### src/rtl/mult_pkg.sv
// Shared types and helpers for the sequential shift-add multiplier.
package mult_pkg;

    // Legal operand widths for the multiplier.
    localparam int MIN_WIDTH = 2;
    localparam int MAX_WIDTH = 16;

    // Controller states: waiting for operands, stepping, holding the result.
    typedef enum logic [1:0] {
        IDLE = 2'd0,
        CALC = 2'd1,
        DONE = 2'd2
    } state_t;

    // Two's-complement magnitude of a zero-extended operand. Callers keep only
    // the low WIDTH bits, so the most negative value maps to 2^(WIDTH-1).
    function automatic logic [MAX_WIDTH-1:0] twos_magnitude(
        input logic [MAX_WIDTH-1:0] value,
        input logic                 is_negative
    );
        logic [MAX_WIDTH-1:0] result;
        result = value;
        if (is_negative) begin
            result = ~value + 1'b1;
        end
        return result;
    endfunction

endpackage

### src/rtl/shift_add_step.sv
// One combinational accumulate-and-shift step of the 2W+1-bit accumulator.
module shift_add_step #(
    parameter int WIDTH = 4
) (
    input  logic [2*WIDTH:0]   i_acc,
    input  logic [WIDTH-1:0]   i_mcand,
    input  logic               i_addEn,
    output logic [2*WIDTH:0]   o_acc
);

    logic [WIDTH:0]   w_addend;
    logic [WIDTH:0]   w_upperSum;
    logic [2*WIDTH:0] w_added;

    // Conditionally add the multiplicand into the upper half, then shift right;
    // the upper half keeps one spare bit so the add can never overflow.
    always_comb begin
        w_addend   = '0;
        if (i_addEn) begin
            w_addend = {1'b0, i_mcand};
        end
        w_upperSum = i_acc[2*WIDTH:WIDTH] + w_addend;
        w_added    = {w_upperSum, i_acc[WIDTH-1:0]};
        o_acc      = w_added >> 1;
    end

endmodule

### src/rtl/seq_shift_add_mult.sv
// Sequential shift-add multiplier, unsigned or signed per operation, with
// valid/ready handshakes on operands and product. One step per clock.
module seq_shift_add_mult
    import mult_pkg::*;
#(
    parameter int WIDTH = 4,
    parameter int CNT_W = $clog2(WIDTH + 1)
) (
    input  logic                 clk,
    input  logic                 rst_n,
    input  logic                 clr,
    input  logic                 in_valid,
    output logic                 in_ready,
    input  logic [WIDTH-1:0]     a,
    input  logic [WIDTH-1:0]     b,
    input  logic                 signed_mode,
    output logic                 out_valid,
    input  logic                 out_ready,
    output logic [2*WIDTH-1:0]   product,
    output logic                 busy
);

    localparam int PW = 2 * WIDTH;
    localparam int AW = 2 * WIDTH + 1;

    state_t            r_state;
    state_t            w_nextState;

    logic [WIDTH-1:0]  r_mcand;
    logic [WIDTH-1:0]  r_mplr;
    logic [AW-1:0]     r_acc;
    logic              r_neg;
    logic [CNT_W-1:0]  r_count;
    logic [PW-1:0]     r_product;

    logic              w_accept;
    logic              w_lastStep;
    logic              w_aNeg;
    logic              w_bNeg;
    logic [WIDTH-1:0]  w_magA;
    logic [WIDTH-1:0]  w_magB;
    logic [AW-1:0]     w_accNext;
    logic [PW-1:0]     w_productRaw;
    logic [PW-1:0]     w_productFinal;
    logic              w_inReady;
    logic              w_outValid;
    logic              w_busy;

    // Operand magnitudes; in unsigned mode the sign flags are forced low so
    // the raw operands pass straight through.
    always_comb begin
        w_aNeg = signed_mode & a[WIDTH-1];
        w_bNeg = signed_mode & b[WIDTH-1];
        w_magA = WIDTH'(twos_magnitude(MAX_WIDTH'(a), w_aNeg));
        w_magB = WIDTH'(twos_magnitude(MAX_WIDTH'(b), w_bNeg));
    end

    shift_add_step #(
        .WIDTH   (WIDTH)
    ) u_step (
        .i_acc   (r_acc),
        .i_mcand (r_mcand),
        .i_addEn (r_mplr[0]),
        .o_acc   (w_accNext)
    );

    // Final product from the accumulator after the last step, sign restored.
    always_comb begin
        w_productRaw   = w_accNext[PW-1:0];
        w_productFinal = w_productRaw;
        if (r_neg) begin
            w_productFinal = ~w_productRaw + 1'b1;
        end
    end

    // State register; reset drops everything back to IDLE immediately.
    always_ff @(posedge clk or negedge rst_n) begin
        if (!rst_n) begin
            r_state <= IDLE;
        end else begin
            r_state <= w_nextState;
        end
    end

    // Next-state logic and handshake outputs; clr overrides every transition.
    always_comb begin
        w_nextState = r_state;
        w_inReady   = 1'b0;
        w_outValid  = 1'b0;
        w_busy      = 1'b0;
        w_accept    = 1'b0;
        w_lastStep  = 1'b0;
        case (r_state)
            IDLE: begin
                w_inReady = 1'b1;
                if (in_valid) begin
                    w_accept    = 1'b1;
                    w_nextState = CALC;
                end
            end
            CALC: begin
                w_busy = 1'b1;
                if (r_count == CNT_W'(1)) begin
                    w_lastStep  = 1'b1;
                    w_nextState = DONE;
                end
            end
            DONE: begin
                w_busy     = 1'b1;
                w_outValid = 1'b1;
                if (out_ready) begin
                    w_nextState = IDLE;
                end
            end
            default: begin
                w_nextState = IDLE;
            end
        endcase
        if (clr) begin
            w_nextState = IDLE;
            w_accept    = 1'b0;
            w_lastStep  = 1'b0;
        end
    end

    // Datapath: load magnitudes on accept, step once per CALC cycle, and
    // capture the signed product on the final step. clr wipes held results.
    always_ff @(posedge clk or negedge rst_n) begin
        if (!rst_n) begin
            r_mcand   <= '0;
            r_mplr    <= '0;
            r_acc     <= '0;
            r_neg     <= 1'b0;
            r_count   <= '0;
            r_product <= '0;
        end else if (clr) begin
            r_mcand   <= '0;
            r_mplr    <= '0;
            r_acc     <= '0;
            r_neg     <= 1'b0;
            r_count   <= '0;
            r_product <= '0;
        end else if (w_accept) begin
            r_mcand   <= w_magA;
            r_mplr    <= w_magB;
            r_acc     <= '0;
            r_neg     <= w_aNeg ^ w_bNeg;
            r_count   <= CNT_W'(WIDTH);
        end else if (r_state == CALC) begin
            r_acc     <= w_accNext;
            r_mplr    <= r_mplr >> 1;
            r_count   <= r_count - 1'b1;
            if (w_lastStep) begin
                r_product <= w_productFinal;
            end
        end
    end

    assign in_ready  = w_inReady;
    assign out_valid = w_outValid;
    assign busy      = w_busy;
    assign product   = r_product;

endmodule

### config.mk
export PLATFORM = sky130hd
export DESIGN_NAME = seq_shift_add_mult
export DESIGN_NICKNAME = d
export VERILOG_FILES = /design/src/rtl/mult_pkg.sv /design/src/rtl/shift_add_step.sv /design/src/rtl/seq_shift_add_mult.sv
export SDC_FILE = /design/constraint.sdc
export NUM_CORES = 1
export LEC_CHECK = 0
export BUFFER_PORTS_ARGS = -buffer_cell sky130_fd_sc_hd__buf_2
export CAP_MARGIN = 25
export CORE_MARGIN = 2
export CORE_UTILIZATION = 60
export DETAILED_ROUTE_END_ITERATION = 12
export PLACE_DENSITY_LB_ADDON = 0.05
export RECOVER_POWER = 25
export SLEW_MARGIN = 15
export SYNTH_ARGS = -nofsm -noshare
export SYNTH_HDL_FRONTEND = slang
export SYNTH_HIERARCHICAL = 1
export SYNTH_SLANG_ARGS = --single-unit
### constraint.sdc
create_clock -name clk -period 5.8 [get_ports clk]
set_clock_uncertainty 0.05 [all_clocks]
set_input_delay 0.29 -clock clk [delete_from_list [all_inputs] [get_ports clk]]
set_output_delay 0.29 -clock clk [all_outputs]
set_load 0.02 [all_outputs]
# Yosys cells after proc, flatten, opt, wreduce, memory -nomap -nowiden

Index checks and enable logic that the tools add are counted.

Register bits: 31
Bits of input ports: 14
Output and inout bits: 11
Word-level logic and storage cells: 68

$add $sub $neg: 5
Equal/unequal tests: 7
Mux-type cells: 35
Bitwise operators: 6
Reduce and logical (&&, ||, !) cells: 8

Operators by type and width:

| cell                | number |
|---|---|
| $mux 8              | 5 |
| $mux 4              | 8 |
| $mux 9              | 3 |
| $mux 1              | 11 |
| $mux 3              | 3 |
| $ne 3x3->1 const B  | 3 |
| $add 4x1->4 const B | 2 |
| $add 8x1->8 const B | 1 |
| $mux 2              | 4 |
| $not 4->4           | 2 |
| $not 8->8           | 1 |
| $pmux 2 s3          | 1 |
| $reduce_and 3->1    | 2 |
| $reduce_bool 2->1   | 3 |
| $add 5x4->5         | 1 |
| $eq 3x1->1 const B  | 1 |
| $reduce_bool 3->1   | 1 |
| $sub 3x1->3 const B | 1 |
| $and 1x1->1         | 2 |
| $eq 2x1->1 const B  | 1 |
| $eq 2x2->1 const B  | 1 |
| $logic_not 2->1     | 1 |
| $ne 2x2->1 const B  | 1 |
| $reduce_or 2->1     | 1 |
| $xor 1x1->1         | 1 |

# Longest topological paths before layout

Gate-level depths: netlist (run 1).

Depth after elaboration: 9
Mapped depth: 9
Mapped depth without buffers: 9

# Cells and area by module

The synthesis (run 1) kept the hierarchy.

Modules (own cells, without submodules):

| module             | times used | cells an instance | area each (um2) | sequential area each (um2) |
|---|---|---|---|---|
| seq_shift_add_mult | 1          | 167               | 1,646.6         | 775.7 |
| shift_add_step     | 1          | 27                | 206.4           | 0.0 |

# Least setup slack after synthesis (run 1)

OpenSTA, ideal clock, no wires.

Kind: flip-flop to flip-flop
Start point: register r_mplr[0]
End point: register r_product[7], in the netlist product[7]
Setup time: 127 ps
Arrival time: 2,187 ps
Required time: 5,623 ps
Setup slack: 3,436 ps
Cell stages (with the launch flop): 10
Buffers on the path: 0
Period minus slack after synthesis: 2,364 ps
Cells stage by stage: dfrtp_1 and2_1 ha_1 inv_1 fa_1 xnor2_1 or4_4 o41ai_4 xor2_1 o21ai_1

Word-level cells in the longest chain between the ends: 9

Ends and longest elaborated chain:

| element                  | RTL line                  | source |
|---|---|---|
| start: declaration       | seq_shift_add_mult.sv:30  | `logic [WIDTH-1:0] r_mplr;` |
| start signal: assignment | seq_shift_add_mult.sv:145 | `r_mplr <= w_magB;` |
| start signal: assignment | seq_shift_add_mult.sv:151 | `r_mplr <= r_mplr >> 1;` |
| $mux 4                   | shift_add_step.sv:19      | `if (i_addEn) begin` |
| $add 5x4->5              | shift_add_step.sv:22      | `w_upperSum = i_acc[2*WIDTH:WIDTH] + w_addend;` |
| via w_accNext[5]         | seq_shift_add_mult.sv:42  | `logic [AW-1:0] w_accNext;` |
| $not 8->8                | seq_shift_add_mult.sv:72  | `w_productFinal = ~w_productRaw + 1'b1;` |
| $add 8x1->8              | seq_shift_add_mult.sv:72  |  |
| $mux 8                   | seq_shift_add_mult.sv:71  | `if (r_neg) begin` |
| $mux 8                   | seq_shift_add_mult.sv:153 | `if (w_lastStep) begin` |
| $mux 8                   | seq_shift_add_mult.sv:149 | `end else if (r_state == CALC) begin` |
| $mux 8                   | seq_shift_add_mult.sv:143 | `end else if (w_accept) begin` |
| $mux 8                   | seq_shift_add_mult.sv:136 | `end else if (clr) begin` |
| end signal: assignment   | seq_shift_add_mult.sv:154 | `r_product <= w_productFinal;` |
| end: declaration         | seq_shift_add_mult.sv:34  | `logic [PW-1:0] r_product;` |

The timed path passes the listed nets, and every way through them passes these cells. The select of a mux whose other input is x is not followed.
A chain may end at the register's enable or synchronous reset.

# Worst setup path after layout (run 1)

Start point: register r_mplr[0]
End point: register r_product[6], in the netlist product[6]

Same word-level chain as after synthesis.

==> flow_summary.toml, run 1 <==
[run_status]
status = "finished, violations left"
failed_checks = "design-rule violations, max-capacitance violations, max-slew violations"

[placed_design]
port-buffer-count = 24
hpwl_um = 2590
globalplace.congestion = 0.770

[routing]
antenna_left = 0
wl_um = 3370
drc = 1
wl_per_cell_um = 13.9
vias = 1395
drt-vias-per-instance = 5.74
drt_pass1_iterations = 8
drt_iter0_drc = 27

[flow_run]
maxCapViolCount = 1

[floorplan]
io_pins = 25
rows = 19
dieArea_sq_mm = 0.00348
start_util_pct = 64.7
die_h_um = 59.0
die_w_um = 59.0
fp.coreArea_sq_mm = 0.00281

[setup_path]
cp_top_family = "simple AND/OR/NAND/NOR gates"
path_cells = "and2_1 -> ha_1 -> inv_1 -> fa_1 -> xnor2_1 -> or4_4 -> o21ai_0 -> xor2_1 -> o21ai_0"
critPathRequiredTime_ns = 5.94
crit_top_cell = "o21ai_0"
critPathMaxFanout = 5
end_kind = "flop"
worstPathArrival_ns = 2.70
crit_buf_inv = 1
worstSetupPathType = "flop to flop"
cp.depth = 9
crit_path_start_kind = "flop"
cp_slowest_cell = "or4_4"
max_stage_delay_ns = 0.55
ff2ff_path_depth = 9

[sta]
relSlewSlack_pct = -1.95
drv_slew = 31
setup_viol = 0
fmax_ghz = 0.391
min_period_over_period_pct = 44.1
rsz0062_at_grt = "no"
fin_setup_tns_ns = 0
finalHoldViolations = 0
min_period_ns = 2.56
tightest_slew_ns = 1.53

[power]
power_density_mw_per_mm2 = 240
p_int_w = 0.000326
swShare_pct = 31.5
p_leak_nw = 0.980
power_frac_comb_pct = 25.6
p_switching_w = 0.000150
vdd_drop_max_v = 0.000250
sequentialPowerShare_pct = 49.4
clockPowerShare_pct = 24.9

[grt]
grt_overflow = 0
grt_use_total_pct = 23.1
grt_antenna_before_repair = 0
grt_max_degree = 31
grt_pass1_vias = 1416
use_met3_pct = 6.99
busiest_layer = "met2"
grt_pass1_wl_um = 5930
met2_usage_pct = 43.3
met1_usage_pct = 24.4

[hold_path]
holdPathStages = 3
worstHoldPathType = "input pin to flop"

[yosys]
synthCells = 191
syn_nets = 219
netlist_area_sq_mm = 0.00181
avgSynthCellArea_sq_um = 9.50
yosys_warnings = 6

[clock_network]
postCtsSetupBuffers = 0
clk_path_buf_depth = 2
htree_num_levels = 2
cts_sinks = 30
cts_inserted_buffers = 5
cts_tree = "built"
clock_latency_ns = 0.31
clk_pin_slew_worst_paths_ns = 0.08
cts_root_buf = "clkbuf_4"

[layout]
syn2layout_area_growth_pct = 9.03
diodes = 0
finalCoreUtilization_pct = 70.5
nFillCells = 241
nNetsFinal = 241
drive_gt1_share_pct = 15.6
metrics by stage:
stage,instances,area (sq um),power [W],hold slack (ns),worst slack (ns)
floorplan,191,1810,0.000329,-0.0556,3.44
global placement,236,1920,0.000353,0.299,3.37
detailed placement,236,1920,0.000360,0.301,3.28
CTS,243,1980,0.000479,0.197,3.27
global route,243,1980,0.000504,0.207,3.10
finish,243,1980,0.000475,0.213,3.24
final timing paths:
check                                       start                endpoint  slack [ns]
hold reg to reg            product[3]$_DFFE_PN0P_  product[3]$_DFFE_PN0P_        0.43
max in group asynchronous                   rst_n  r_count[1]$_DFFE_PN0P_        3.98
setup / recovery            r_mplr[0]$_DFFE_PN0P_  product[6]$_DFFE_PN0P_        3.24
min in group asynchronous                   rst_n    r_acc[7]$_DFFE_PN0P_        0.83
setup reg to reg            r_mplr[0]$_DFFE_PN0P_  product[6]$_DFFE_PN0P_        3.24
hold / removal                               a[1]  r_mcand[1]$_DFFE_PN0P_        0.21
cell usage in the layout, fill, tap and decap left out, types with 2 or more instances in the layout:
master	n
nor2b_1	4
a211oi_1	7
nand3_1	5
o21ai_0	8
buf_2	23
nand2b_1	3
xor2_1	7
nor2_1	19
and2_1	3
inv_1	17
nand2_1	19
mux2i_1	11
clkbuf_4	5
xnor2_1	7
a21oi_2	2
nand3b_1	2
o31ai_1	3
a311oi_1	2
a21oi_1	8
ha_1	13
dfrtp_1	30
o21ai_1	2
worst reg2reg max path: cells and delay by family (launching register included):
family / cells / cell delay (ns)
simple gates: 2 / 0.69
buf+inv: 1 / 0.06
flops: 1 / 0.39
fa+ha+maj: 2 / 0.55
compound gates: 2 / 0.33
xor+xnor: 2 / 0.37
state kept, by name, summed over array words and instances, names as in the netlist:
name / count
product: 8
r_acc: 8
r_mcand: 4
r_mplr: 4
r_count: 3
r_state: 2
r_neg: 1
power groups by stage:
stage	sequential, W	clock, W	combinational, W
floorplan	0.000234	0	0.0000945
global placement	0.000237	0	0.000116
detailed placement	0.000239	0	0.000121
CTS	0.000235	0.000122	0.000123
global route	0.000237	0.000130	0.000138
finish	0.000235	0.000118	0.000122
metal layers:
metal | part of all wire, % | vias up
li1 | - | 679
met1 | 41 | 672
met2 | 53 | 39
met3 | 4.8 | 5
met4 | 1.3 | 0
met5 | 0 | -
timing repair:
| action | CTS | global route |
|---|---|---|
| hold endpoints to repair | 30 | 0 |
| endpoints found under the setup margin | 0 | 0 |
| hold buffers | 1 | 0 |
| resized for setup | 0 | 0 |
area by class of cell:
cell class	count	area (sq um)	area share, %
multi-input combinational	134	945	47.8
timing repair buffer	25	129	6.51
sequential	30	751	38.0
tap	31	38.8	1.96
inverter	17	63.8	3.23
clock buffer	6	51.3	2.59
No activity file was read; power rests on OpenSTA's default activity.
==> run 2, diff against run 1 <==
- ABC_AREA: not set -> 1
- CORE_UTILIZATION: 60 -> 58
- clock period: 5.8 -> 2.5 ns (I/O delays scaled with it)
==> run 2 against run 1 <==
  * The flow finishes with violations (max-capacitance violations, max-slew violations)
  * Cell count rose by 35%
  * Sequential share of layout area shrank 2.4 points
  * Global-route usage down 1.5 points
  * Final area increased by 6.9%
  * Synthesized area up 6.5%
  * Clock-buffer cell count is 1 higher
  * Sequential power increased to 2.6 times the previous value
  * Die area up 9.4%
  * Via count rose by 18%
  * Power rose to 3.0 times the previous value
  * Fmax rose by 22%
  * Highest routed layer unchanged
==> flow_summary.toml, run 2 <==
[run_status]
status = "finished, violations left"
failed_checks = "max-capacitance violations, max-slew violations"

[hold_path]
worstHoldPathType = "input pin to flop"
holdPathStages = 3

[grt]
met1_usage_pct = 26.2
grt_use_total_pct = 21.6
grt_overflow = 0
grt_antenna_before_repair = 0
met2_usage_pct = 39.2
use_met3_pct = 4.35
grt_pass1_wl_um = 6000
grt_max_degree = 31
busiest_layer = "met2"
grt_pass1_vias = 1462

[clock_network]
cts_hold_buf = 2
cts_sinks = 30
cts_inserted_buffers = 5
cts_tree = "built"
htree_num_levels = 2
clk_pin_slew_worst_paths_ns = 0.09
postCtsSetupBuffers = 0
cts_root_buf = "clkbuf_4"
cts_resized = 0
clk_path_buf_depth = 2
clock_latency_ns = 0.31

[sta]
setup_viol = 0
fin_setup_tns_ns = 0
rsz0062_at_grt = "no"
min_period_ns = 2.09
relSlewSlack_pct = -8.98
drv_slew = 31
fmax_ghz = 0.478
tightest_slew_ns = 1.63
hold-worst-slack_ns = 0.0285
min_period_over_period_pct = 83.8
fin_ws_ns = 0.406
finalHoldViolations = 0

[floorplan]
start_util_pct = 62.3
die_w_um = 61.7
rows = 20
dieArea_sq_mm = 0.00381
io_pins = 25
die_h_um = 61.7
fp.coreArea_sq_mm = 0.00310

[setup_path]
path_cells = "nand2_1 -> inv_1 -> ha_1 -> inv_1 -> fa_1 -> xnor2_1 -> nor2_1 -> nand2_1 -> nand2_1 -> nand2_1 -> nand2_1 -> nand3_1 -> nand2_1"
cp.depth = 13
critPathRequiredTime_ns = 2.66
critPathMaxFanout = 5
crit_top_cell = "nand2_1"
worstPathArrival_ns = 2.25
end_kind = "flop"
cp_slowest_cell = "dfrtp_1"
max_stage_delay_ns = 0.42
worstSetupPathType = "flop to flop"
crit_buf_inv = 2
crit_path_start_kind = "flop"
ff2ff_path_depth = 13
cp_top_family = "adder cells"

[layout]
diodes = 0
fin_area_sq_mm = 0.00211
syn2layout_area_growth_pct = 9.46
drive_gt1_share_pct = 14.8
ff_latch_area_sq_um = 751
final_cell_mix = "80 x nand2_1, 33 x inv_1, 30 x dfrtp_1"
final_common_cell = "nand2_1"
multi_input_area_sq_um = 968
nFillCells = 311
nNetsFinal = 312

[power]
power_density_mw_per_mm2 = 664
clockPowerShare_pct = 18.5
p_switching_w = 0.000568
power_w = 0.00140
power_frac_comb_pct = 38.3
p_int_w = 0.000836
swShare_pct = 40.5
vdd_drop_max_v = 0.000574
p_leak_nw = 1.12
sequentialPowerShare_pct = 43.1

[routing]
wl_um = 3640
vias = 1652
drt_iter0_drc = 50
drt-vias-per-instance = 5.04
drc = 0
wl_per_cell_um = 11.1
drt_pass1_iterations = 4
antenna_left = 0

[yosys]
synthCells = 258
yosys_warnings = 6
syn_nets = 286
netlist_area_sq_mm = 0.00193
avgSynthCellArea_sq_um = 7.49

[placed_design]
place_ws_ns = 0.436
port-buffer-count = 24
dpl_cell_area_sq_mm = 0.00205
hpwl_um = 2730
globalplace.congestion = 0.815

[flow_run]
maxCapViolCount = 1
==> run 2: area by class of cell <==
class / count / area share, %
inverters: 39 / 7.04
clock buffers: 7 / 2.13
repair buffers: 27 / 6.92
multi-input cells: 181 / 45.8
well taps: 44 / 2.60
flip-flops and latches: 30 / 35.5
==> run 2: per-stage QoR <==
step                cells  util (%)
global route          328      68.1
detailed placement    319      66.1
CTS                   328      68.2
global placement      319      66.1
floorplan             258         -
finish                328      68.1
==> run 2: power by group through the flow <==
stage                     logic [W]  registers, W  clock network (W)
after floorplan            0.000437      0.000600                  0
after global placement     0.000534      0.000614                  0
after detailed placement   0.000540      0.000614                  0
after CTS                  0.000544      0.000605           0.000267
after global routing       0.000620      0.000613           0.000289
final                      0.000538      0.000606           0.000260
==> run 2: path summary, 6_finish.rpt <==
kind                                             from                      to  slack [ns]
worst max-delay path            r_mplr[0]$_DFFE_PN0P_  product[7]$_DFFE_PN0P_        0.41
worst min register to register  r_mplr[2]$_DFFE_PN0P_   r_mplr[2]$_DFFE_PN0P_        0.43
max in group asynchronous                       rst_n  product[7]$_DFFE_PN0P_        0.75
min in group asynchronous                       rst_n    r_acc[7]$_DFFE_PN0P_        0.71
worst min-delay path                             b[3]   r_mplr[3]$_DFFE_PN0P_        0.03
worst max register to register  r_mplr[0]$_DFFE_PN0P_  product[7]$_DFFE_PN0P_        0.41
==> run 2: worst reg2reg max path, cell delays in order (launching register included) <==
cell     delay [ns]
dfrtp_1        0.42
nand2_1        0.07
inv_1          0.05
ha_1           0.18
inv_1          0.06
fa_1           0.41
xnor2_1        0.33
nor2_1         0.07
nand2_1        0.06
nand2_1        0.06
nand2_1        0.07
nand2_1        0.05
nand3_1        0.06
nand2_1        0.05
==> run 2: metal layers <==
metal / vias to the layer above / wire, um / share of wire [%]
met5: - / 0 / 0
met4: 0 / 42 / 1.2
met3: 4 / 77 / 2.1
met2: 21 / 1740 / 48
met1: 760 / 1780 / 49
li1: 867 / - / -
==> run 3, diff against run 2 <==
- CORE_UTILIZATION: 58 -> 52
- clock period: 2.5 -> 1.79 ns (I/O delays scaled with it)
==> run 3 against run 2 <==
  * The run ends with negative setup slack left
  * Cell count up 4.0%
  * Flip-flop and latch count unchanged
  * Via count up 1.8%
  * Final area up 8.6%
  * Clock power up 94%
  * Fmax up 14%
  * Critical path type unchanged
  * Highest routed layer unchanged
==> flow_summary.toml, run 3 (same netlist as run 2, synthesis figures left out) <==
[sta]
setup_viol = 2
min_period_over_period_pct = 103
finalHoldViolations = 0
tightest_slew_ns = 0.750
hold-worst-slack_ns = 0.0357
fin_ws_ns = -0.0528
relSlewSlack_pct = 50.0
min_period_ns = 1.84
rsz0062_at_grt = "yes"
fmax_ghz = 0.543
drv_slew = 0

[power]
p_leak_nw = 1.15
power_w = 0.00222
vdd_drop_max_v = 0.000758
power_density_mw_per_mm2 = 965

[setup_path]
end_kind = "flop"
critPathMaxFanout = 3
crit_path_start_kind = "flop"
critPathRequiredTime_ns = 1.96
worstPathArrival_ns = 2.01
worstSetupPathType = "flop to flop"

[clock_network]
cts_sinks = 30
clock_latency_ns = 0.28
cts_root_buf = "clkbuf_8"
clk_path_buf_depth = 2
htree_num_levels = 2
cts_inserted_buffers = 5
clk_pin_slew_worst_paths_ns = 0.06
cts_tree = "built"

[layout]
ff_latch_area_sq_um = 751
final_cell_mix = "78 x nand2_1, 30 x inv_1, 30 x dfrtp_1"
nFillCells = 329
drive_gt1_share_pct = 20.5
finalCoreUtilization_pct = 63.7
nNetsFinal = 321
syn2layout_area_growth_pct = 18.8
multi_input_area_sq_mm = 0.00106
final_common_cell = "nand2_1"
fin_area_sq_mm = 0.00230
diodes = 0

[grt]
grt_max_degree = 31
grt_pass1_wl_um = 6750
grt_overflow = 0
grt_use_total_pct = 21.0
grt_antenna_before_repair = 0
grt_pass1_vias = 1604

[hold_path]
worstHoldPathType = "input pin to flop"

[routing]
wl_per_cell_um = 11.6
drc = 0
met3_length_um = 100
drt-vias-per-instance = 4.93
wl_met1_um = 1780
top_layer_used = "met4"
wl_um = 3970
wl_met2_um = 2000
antenna_left = 0
drt_pass1_iterations = 4
drt_iter0_drc = 78
vias = 1681

[floorplan]
start_util_pct = 53.6
io_pins = 25
die_h_um = 65.0
fp.coreArea_sq_mm = 0.00361
dieArea_sq_mm = 0.00422
die_w_um = 65.0
rows = 22

[placed_design]
dpl_cell_area_sq_mm = 0.00212
hpwl_um = 2910
port-buffer-count = 24
globalplace.congestion = 0.753
place_ws_ns = -0.0657

[run_status]
failed_checks = "negative setup slack"
status = "finished, violations left"

[flow_run]
maxCapViolCount = 0
## run 3: area by class of cell
class	instances	share of cell area (%)
Multi-Input combinational cell	181	46.0
Sequential cell	30	32.7
Timing Repair Buffer	36	8.83
Inverter	39	6.49
Clock buffer	7	3.32
Tap cell	48	2.62
## run 3: critical path, cell delays in order (launching register included)
cell and delay, ns:
dfrtp_1 0.35, nand2_1 0.06, inv_1 0.05, ha_2 0.17, inv_2 0.04, fa_2 0.39, xnor2_4 0.16, buf_4 0.14
o21ai_2 0.14, nand2_1 0.07, nand2_1 0.05, nand3_1 0.07, nand2_1 0.06
## run 3: timing repair
item,4_1_cts,5_1_grt
resized for setup,8,10
setup endpoints to repair,4,8
setup buffers,2,1
endpoints found under the hold margin,30,0
hold buffers,1,0
pin swaps,1,5
## run 3: path summary, 6_finish.rpt
kind	from	end	slack, ns	cells after the start
setup / recovery	r_mcand[0]$_DFFE_PN0P_	product[6]$_DFFE_PN0P_	-0.05	12
hold / removal	b[3]	r_mplr[3]$_DFFE_PN0P_	0.04	3
setup reg to reg	r_mcand[0]$_DFFE_PN0P_	product[6]$_DFFE_PN0P_	-0.05	12
hold reg to reg	product[7]$_DFFE_PN0P_	product[7]$_DFFE_PN0P_	0.42	2
max in group asynchronous	rst_n	r_acc[2]$_DFFE_PN0P_	0.86	2
min in group asynchronous	rst_n	product[7]$_DFFE_PN0P_	0.36	2
## run 3: layer usage
layer / vias up / global-route usage [%]
li1: 881 / -
met1: 773 / 23.9
met2: 20 / 37.5
met3: 7 / 3.65
met4: 0 / 10.4
met5: - / 0
## run 3: power by group
group / total (W) / switching [W] / internal [W] / leakage, nW
clock: 0.000504 / 0.000237 / 0.000267 / 0.0383
sequential: 0.000843 / 0.0000674 / 0.000776 / 0.409
combinational: 0.000869 / 0.000555 / 0.000314 / 0.704
total: 0.00222 / 0.000859 / 0.00136 / 1.15
## run 3: through the flow
| stage | setup TNS [ns] | cells |
|---|---|---|
| after floorplan | -0.0410 | 258 |
| after global placement | -0.0298 | 330 |
| after detailed placement | -0.191 | 330 |
| after CTS | -0.00124 | 340 |
| after global routing | -0.518 | 341 |
| final | -0.0610 | 341 |
